--- src/rtl/issue_pkg.sv ---
// Shared types for the issue group buffer: instruction class codes, the queued
// entry layout and small classification helpers.
package issue_pkg;

  localparam int ENTRY_PAYLOAD_W = 64;

  typedef enum logic [2:0] {
    ALU    = 3'd0,
    LOAD   = 3'd1,
    STORE  = 3'd2,
    BRANCH = 3'd3,
    JAL    = 3'd4,
    JALR   = 3'd5
  } iclass_t;

  typedef struct packed {
    iclass_t    cls;
    logic [4:0] rd;
    logic [4:0] rs1;
    logic [4:0] rs2;
    logic       rs1_used;
    logic       rs2_used;
  } uop_t;

  typedef struct packed {
    uop_t                       uop;
    logic [ENTRY_PAYLOAD_W-1:0] payload;
  } entry_t;

  function automatic logic is_mem(iclass_t cls);
    return (cls == LOAD) || (cls == STORE);
  endfunction

  function automatic logic is_ctrl(iclass_t cls);
    return (cls == BRANCH) || (cls == JAL) || (cls == JALR);
  endfunction

  // x0 never hazards, even if its mask bit were somehow set.
  function automatic logic reads_any(uop_t u, logic [31:0] mask);
    return (u.rs1_used && (u.rs1 != 5'd0) && mask[u.rs1]) ||
           (u.rs2_used && (u.rs2 != 5'd0) && mask[u.rs2]);
  endfunction

endpackage

--- src/rtl/issue_hazard_check.sv ---
// Decides whether one candidate slot may join the group formed by the older
// slots ahead of it, given the load-use scoreboard mask.
module issue_hazard_check
  import issue_pkg::*;
#(
  parameter int SLOT      = 1,
  parameter int MEM_PORTS = 1
) (
  input  uop_t                 cand,
  input  logic [SLOT-1:0][2:0] older_cls,
  input  logic [SLOT-1:0][4:0] older_rd,
  input  logic [31:0]          sb_mask,
  output logic                 slot_ok
);

  logic ctrl_older;
  logic raw;
  logic waw;
  int   mem_cnt;

  always_comb begin
    ctrl_older = 1'b0;
    raw        = 1'b0;
    waw        = 1'b0;
    mem_cnt    = is_mem(cand.cls) ? 1 : 0;
    for (int j = 0; j < SLOT; j++) begin
      if (is_ctrl(iclass_t'(older_cls[j]))) ctrl_older = 1'b1;
      if (is_mem(iclass_t'(older_cls[j]))) mem_cnt = mem_cnt + 1;
      if (older_rd[j] != 5'd0) begin
        if ((cand.rs1_used && (cand.rs1 == older_rd[j])) ||
            (cand.rs2_used && (cand.rs2 == older_rd[j]))) raw = 1'b1;
        if (cand.rd == older_rd[j]) waw = 1'b1;
      end
    end
    slot_ok = !ctrl_older && !raw && !waw && (mem_cnt <= MEM_PORTS) &&
              !reads_any(cand, sb_mask);
  end

endmodule

--- src/rtl/issue_group_buffer.sv ---
// Circular buffer between decode and dispatch that presents an in-order issue
// group of up to ISSUE_W instructions per cycle, gated by pairing rules and a
// load-use scoreboard.
module issue_group_buffer
  import issue_pkg::*;
#(
  parameter int DEPTH        = 8,
  parameter int FETCH_W      = 2,
  parameter int ISSUE_W      = 2,
  parameter int MEM_PORTS    = 1,
  parameter int LOAD_USE_LAT = 1,
  parameter int PAYLOAD_W    = 64
) (
  input  logic                         clk,
  input  logic                         rst,
  input  logic                         flush,
  input  logic [FETCH_W-1:0]           in_valid,
  input  logic [3*FETCH_W-1:0]         in_class,
  input  logic [5*FETCH_W-1:0]         in_rd,
  input  logic [5*FETCH_W-1:0]         in_rs1,
  input  logic [5*FETCH_W-1:0]         in_rs2,
  input  logic [FETCH_W-1:0]           in_rs1_used,
  input  logic [FETCH_W-1:0]           in_rs2_used,
  input  logic [PAYLOAD_W*FETCH_W-1:0] in_payload,
  output logic                         in_ready,
  output logic [ISSUE_W-1:0]           out_valid,
  output logic [3*ISSUE_W-1:0]         out_class,
  output logic [5*ISSUE_W-1:0]         out_rd,
  output logic [5*ISSUE_W-1:0]         out_rs1,
  output logic [5*ISSUE_W-1:0]         out_rs2,
  output logic [PAYLOAD_W*ISSUE_W-1:0] out_payload,
  input  logic                         out_ready
);

  localparam int PTR_W = $clog2(DEPTH);
  localparam int CNT_W = PTR_W + 1;

  entry_t             mem_q [DEPTH];
  entry_t             mem_d [DEPTH];
  logic [PTR_W-1:0]   head_q, head_d;
  logic [PTR_W-1:0]   tail_q, tail_d;
  logic [CNT_W-1:0]   count_q, count_d;
  logic [31:0]        sb_q [LOAD_USE_LAT];
  logic [31:0]        sb_d [LOAD_USE_LAT];
  logic [31:0]        sb_union;

  entry_t                    hd_ent [ISSUE_W];
  logic [ISSUE_W-1:0][2:0]   hd_cls;
  logic [ISSUE_W-1:0][4:0]   hd_rd;
  logic [ISSUE_W-1:0]        slot_ok;
  logic [ISSUE_W-1:0]        grp_valid;
  logic                      do_push;
  logic                      do_pop;
  logic [CNT_W-1:0]          push_n;
  logic [CNT_W-1:0]          pop_n;

  genvar gi;
  generate
    for (gi = 0; gi < ISSUE_W; gi++) begin : g_head
      assign hd_ent[gi] = mem_q[head_q + PTR_W'(gi)];
      assign hd_cls[gi] = hd_ent[gi].uop.cls;
      assign hd_rd[gi]  = hd_ent[gi].uop.rd;
      assign out_class[3*gi +: 3]           = hd_ent[gi].uop.cls;
      assign out_rd[5*gi +: 5]              = hd_ent[gi].uop.rd;
      assign out_rs1[5*gi +: 5]             = hd_ent[gi].uop.rs1;
      assign out_rs2[5*gi +: 5]             = hd_ent[gi].uop.rs2;
      assign out_payload[PAYLOAD_W*gi +: PAYLOAD_W] = hd_ent[gi].payload[PAYLOAD_W-1:0];
    end

    for (gi = 1; gi < ISSUE_W; gi++) begin : g_hz
      issue_hazard_check #(
        .SLOT      (gi),
        .MEM_PORTS (MEM_PORTS)
      ) u_hz (
        .cand      (hd_ent[gi].uop),
        .older_cls (hd_cls[gi-1:0]),
        .older_rd  (hd_rd[gi-1:0]),
        .sb_mask   (sb_union),
        .slot_ok   (slot_ok[gi])
      );
    end
  endgenerate

  // Slot 0 has no older slots, so only the scoreboard can hold it back.
  assign slot_ok[0] = !reads_any(hd_ent[0].uop, sb_union);

  always_comb begin
    sb_union = '0;
    for (int i = 0; i < LOAD_USE_LAT; i++) sb_union = sb_union | sb_q[i];
  end

  always_comb begin
    grp_valid    = '0;
    grp_valid[0] = !flush && (count_q != '0) && slot_ok[0];
    for (int k = 1; k < ISSUE_W; k++) begin
      grp_valid[k] = grp_valid[k-1] && (CNT_W'(k) < count_q) && slot_ok[k];
    end
  end

  assign out_valid = grp_valid;
  assign in_ready  = (count_q <= CNT_W'(DEPTH - FETCH_W));
  assign do_push   = in_ready && !flush;
  assign do_pop    = out_ready && !flush;

  always_comb begin
    mem_d  = mem_q;
    push_n = '0;
    pop_n  = '0;
    sb_d[0] = '0;
    for (int i = 0; i < FETCH_W; i++) begin
      if (do_push && in_valid[i]) begin
        push_n = push_n + 1'b1;
        mem_d[tail_q + PTR_W'(i)] = '{
          uop: '{
            cls:      iclass_t'(in_class[3*i +: 3]),
            rd:       in_rd[5*i +: 5],
            rs1:      in_rs1[5*i +: 5],
            rs2:      in_rs2[5*i +: 5],
            rs1_used: in_rs1_used[i],
            rs2_used: in_rs2_used[i]
          },
          payload: ENTRY_PAYLOAD_W'(in_payload[PAYLOAD_W*i +: PAYLOAD_W])
        };
      end
    end
    for (int k = 0; k < ISSUE_W; k++) begin
      if (do_pop && grp_valid[k]) begin
        pop_n = pop_n + 1'b1;
        if (hd_ent[k].uop.cls == LOAD) sb_d[0][hd_rd[k]] = 1'b1;
      end
    end
    sb_d[0][0] = 1'b0;
    for (int i = 1; i < LOAD_USE_LAT; i++) sb_d[i] = sb_q[i-1];
    head_d  = head_q + PTR_W'(pop_n);
    tail_d  = tail_q + PTR_W'(push_n);
    count_d = count_q + push_n - pop_n;
  end

  always_ff @(posedge clk) begin
    mem_q <= mem_d;
    if (rst || flush) begin
      head_q  <= '0;
      tail_q  <= '0;
      count_q <= '0;
      for (int i = 0; i < LOAD_USE_LAT; i++) sb_q[i] <= '0;
    end else begin
      head_q  <= head_d;
      tail_q  <= tail_d;
      count_q <= count_d;
      for (int i = 0; i < LOAD_USE_LAT; i++) sb_q[i] <= sb_d[i];
    end
  end

endmodule

--- config.mk ---
export PLATFORM = sky130hd
export DESIGN_NAME = issue_group_buffer
export DESIGN_NICKNAME = d
export VERILOG_FILES = /design/src/rtl/issue_pkg.sv /design/src/rtl/issue_hazard_check.sv /design/src/rtl/issue_group_buffer.sv
export SDC_FILE = /design/constraint.sdc
export NUM_CORES = 2
export LEC_CHECK = 0
export BUFFER_PORTS_ARGS = -buffer_cell sky130_fd_sc_hd__buf_2
export CORE_MARGIN = 2
export CORE_UTILIZATION = 34
export CTS_CLUSTER_DIAMETER = 150
export DETAILED_ROUTE_END_ITERATION = 7
export PLACE_DENSITY = 0.58
export SLEW_MARGIN = 30
export SYNTH_ARGS = -nofsm -noshare
export SYNTH_HDL_FRONTEND = slang
export SYNTH_SLANG_ARGS = --single-unit
--- constraint.sdc ---
create_clock -name clk -period 5.87 [get_ports clk]
set_input_delay 0 -clock clk [delete_from_list [all_inputs] [get_ports clk]]
set_output_delay 0 -clock clk [all_outputs]
set_load 0.01 [all_outputs]
==> summary.md <==
The number of endpoints with negative hold slack in the final report came out at 0. The number of detailed-routing iterations run before antenna repair came out at 7. Standard cell with the maximum stage delay on the critical path: sky130_fd_sc_hd__nor4_1.

Ranked by instance count, the synthesized netlist is headed by 863 x sky130_fd_sc_hd__nand2_1, 775 x sky130_fd_sc_hd__mux2i_1, 713 x sky130_fd_sc_hd__dfxtp_1. By startpoint and endpoint, the worst setup path is classified as flip-flop to output pin. The reported max-cap violation count is 0.

The most common cell in the synthesized netlist is sky130_fd_sc_hd__nand2_1. The later pin in the worst-skew pair is clocked with a latency of 0.70 ns. Grouping stages by cell kind, the critical path spends the most delay in simple AND/OR/NAND/NOR gates.

The via count of the first global-routing pass was 34,600; the number of buffers and inverters on the critical path was 4. STA puts the critical path data required time at 5.87 ns. Global routing finished with a remaining overflow of 0. The flow ran to the end, but the final reports show violations. Mean area per synthesized cell: 9.13 µm². STA classifies the critical path startpoint as a flip-flop.

Along the worst path, the maximum fanout reaches 32. The final estimated routing congestion in global placement came out at 0.922. The power per cell area was 352 nW/µm²; the total leakage power was 0.0206 µW. The final net count is 5,049. The die covers 128,000 µm².

For the number of sinks handled by clock tree synthesis, the log shows 713. The detailed-route wire length per cell is 22.9 µm, and the initial core utilization is 0.343. The ratio of final minimum period to clock period was 0.940; the count of standard-cell rows was 129. The final reports fail on DRC.

The detailed placement HPWL is 92.2 mm. For the deepest clock path buffer count, the log shows 3. The finished cells cover 50,100 µm². At the pin with the least slew margin, the transition time is 1.05 ns.

The largest single stage delay on the critical path is 0.75 ns. The number of buffers inserted to repair setup after CTS is 0. The logs give 4,834 for the post-synth net total and 341 for the number of top-level design ports. The area growth from synthesis to final layout was 18.2%; the count of endpoints failing setup in the final report was 0.

The global-route wire length before repair is 223 mm. The post-synthesis sequential element count works out to 713. The logs give 0.405 for the core utilization of the finished layout and 124,000 µm² for the floorplan core area.

The async set-or-reset flop fraction in the synthesized netlist came out at 0. The detailed router finished its first iteration with 3,204 violations. The biggest area contributor in the post-synthesis netlist is sky130_fd_sc_hd__dfxtp_1. For the final-report max-slew violation count, the log shows 0. In this run the cell area measured after placement is 44,700 µm². The number of warnings reported in the yosys synthesis log came out at 0. TritonCTS built the clock tree. Based on the critical path, the design can be clocked at up to 181 MHz. Clock skew on the completed layout was measured at 0.0382 ns. The arrival time reported for the critical path endpoint is 5.52 ns, and the fraction of final layout cells sized beyond drive strength 1 is 0.187. Total wirelength of the detailed-routed design: 150 mm. The largest voltage drop on the vdd net was 0.000226 V.

The cell with the most instances on the worst path is sky130_fd_sc_hd__buf_4. The number of clock buffers added by TritonCTS is 85. The minimum period implied by the final worst setup slack was 5.52 ns. The relative slew slack was 0.298; the number of standard cells after synthesis was 4,644.

The floorplan die height is 357 µm. For the portion of the post-synthesis area used by sequential elements, the log shows 0.337. In the routed design, unresolved DRC markers number 21. Among all flip-flop cells after synthesis, the most frequent one is sky130_fd_sc_hd__dfxtp_1. The number of antenna-violating nets in the routed design is 0, and the portion of synthesized cell area occupied by the leading cell type is 0.337. The synthesized design contains 0 enable-type register cells. Number of antenna violations at the first check in global routing: 16. Setup repair after global routing left no endpoint under its margin. The clock transition time at the flip-flop clock pins of the worst setup and hold paths came out at 0.06 ns.

The number of distinct library cells after synthesis is 67. In this run the number of H-tree levels came out at 3. Summed over all failing endpoints, the final setup total negative slack is 0 ns. Entering global routing, the biggest net connects 132 pins. The worst setup path is captured at an output pin. The count of port buffers added during placement came out at 340. The total global-route track usage is 0.229, and the total via count after detailed routing is 36,000. The tree is rooted in a sky130_fd_sc_hd__clkbuf_16. By area the synthesized netlist is led by sky130_fd_sc_hd__dfxtp_1 34%, sky130_fd_sc_hd__mux2i_1 18%, sky130_fd_sc_hd__mux4_2 17%. The combined area of all synthesized cells is 42,400 µm², and the detail-routed via count per cell is 5.48. The design draws 17,700 µW. The worst hold path belongs to the class input pin to flip-flop. The die is 357 µm wide. The critical path goes through ha_4 -> mux4_2 -> mux2i_1 -> buf_4 -> inv_1 -> a211oi_1 -> a31oi_1 -> a21oi_1 -> a2111oi_0 -> nor3_1 -> nand4_1 -> buf_4 -> nor4_1 -> buf_2.
## state kept, by name (all words and copies together), names as in the netlist
| register | cells |
|---|---|
| count_q | 4 |
| mem_q | 672 |
| sb_q | 31 |
| head_q | 3 |
| tail_q | 3 |
## worst min-delay path: cells and delay by family
kind / cells / cell delay (ns)
AND/OR/NAND/NOR: 2 / 0.52
AO/OA/AOI/OAI: 1 / 0.12
buffers and inverters: 1 / 0.12
## path summary, 6_finish.rpt
| path | start | endpoint | slack (ns) | depth (start not counted) |
|---|---|---|---|---|
| min reg2reg | mem_q[120]$_DFF_P_ | mem_q[120]$_DFF_P_ | 0.55 | 2 |
| max reg2reg | head_q[1]$_SDFF_PP0_ | count_q[3]$_SDFF_PP0_ | 0.48 | 18 |
| max | head_q[0]$_SDFF_PP0_ | out_valid[1] | 0.35 | 14 |
| min | out_ready | sb_q[0][15]$_SDFF_PP0_ | 0.11 | 4 |
## routing by layer
metal  share of wire  GRT usage  vias to the layer above
met4           0.027     0.0752                       16
li1                -          -                    16900
met3           0.082     0.0517                      267
met2            0.46      0.367                     1418
met5         0.00066          0                        -
met1            0.43      0.306                    17400
## stage by stage
step / std cells / hold WS [ns] / worst slack, ns
2_1_floorplan: 4644 / 0.235 / 1.00
3_3_place_gp: 6149 / 0.317 / 0.575
3_5_place_dp: 6151 / 0.318 / 0.575
4_1_cts: 6564 / 0.0189 / 0.390
5_1_grt: 6569 / 0.141 / 0.136
6_report: 6575 / 0.111 / 0.349
## power breakdown
| part | switching (µW) | total, µW | internal [µW] | leakage, µW |
|---|---|---|---|---|
| clock network | 2260 | 5420 | 3160 | 0.00137 |
| registers | 866 | 6830 | 5970 | 0.00586 |
| logic | 2790 | 5400 | 2610 | 0.0133 |
| total | 5910 | 17700 | 11700 | 0.0206 |
## repair_timing
item                                   4_1_cts  5_1_grt
hold buffers                               257        0
resized for setup                            0        0
endpoints found under the hold margin      682        0
## cell usage in the layout, fill, tap and decap left out, types with 6 or more instances in the layout
cell type,Yosys,layout
sky130_fd_sc_hd__o32ai_1,31,31
sky130_fd_sc_hd__ha_1,12,11
sky130_fd_sc_hd__mux2_2,25,25
sky130_fd_sc_hd__diode_2,0,10
sky130_fd_sc_hd__o211ai_1,6,6
sky130_fd_sc_hd__xnor2_1,15,15
sky130_fd_sc_hd__nor3_1,19,15
sky130_fd_sc_hd__clkinv_2,0,14
sky130_fd_sc_hd__a21oi_1,359,359
sky130_fd_sc_hd__and2_1,21,21
sky130_fd_sc_hd__clkbuf_16,0,88
sky130_fd_sc_hd__mux2i_1,775,775
sky130_fd_sc_hd__nand2b_1,12,12
sky130_fd_sc_hd__o22ai_1,7,7
sky130_fd_sc_hd__or4_1,6,6
sky130_fd_sc_hd__inv_1,32,32
sky130_fd_sc_hd__mux4_2,321,321
sky130_fd_sc_hd__nand3_1,29,25
sky130_fd_sc_hd__nand2_1,863,860
sky130_fd_sc_hd__dfxtp_1,713,710
sky130_fd_sc_hd__dlygate4sd3_1,0,257
sky130_fd_sc_hd__a211oi_1,16,16
sky130_fd_sc_hd__clkbuf_1,337,23
sky130_fd_sc_hd__a31oi_1,10,10
sky130_fd_sc_hd__xor2_1,16,15
sky130_fd_sc_hd__buf_2,45,340
sky130_fd_sc_hd__clkbuf_8,0,14
sky130_fd_sc_hd__o21ai_0,351,351
sky130_fd_sc_hd__nor2_1,385,382
sky130_fd_sc_hd__buf_12,0,13
sky130_fd_sc_hd__clkinvlp_4,0,7
sky130_fd_sc_hd__buf_4,35,49
## cell families (layout without fill, tap and decap cells)
logic type,Yosys count,count (layout),synth area share
and+or+nand+nor,1372,1372,0.128
AOI/OAI and AO/OA,815,815,0.104
buffers and inverters,573,857,0.0583
DFF,713,713,0.337
other,0,10,0
adders and majority gates,16,16,0.00543
xor gates and xnor gates,32,32,0.00679
muxes,1123,1123,0.361
## layout make-up
type | count | area [µm²]
multi-input cells | 3358 | 25800
clock inverters | 31 | 335
diodes | 10 | 25.0
inverters | 36 | 138
well taps | 1637 | 2050
clock buffers | 125 | 2480
flip-flops and latches | 713 | 14300
repair buffers | 665 | 4990
fillers | 12100 | 73700
(Power assumes the default switching activity.)
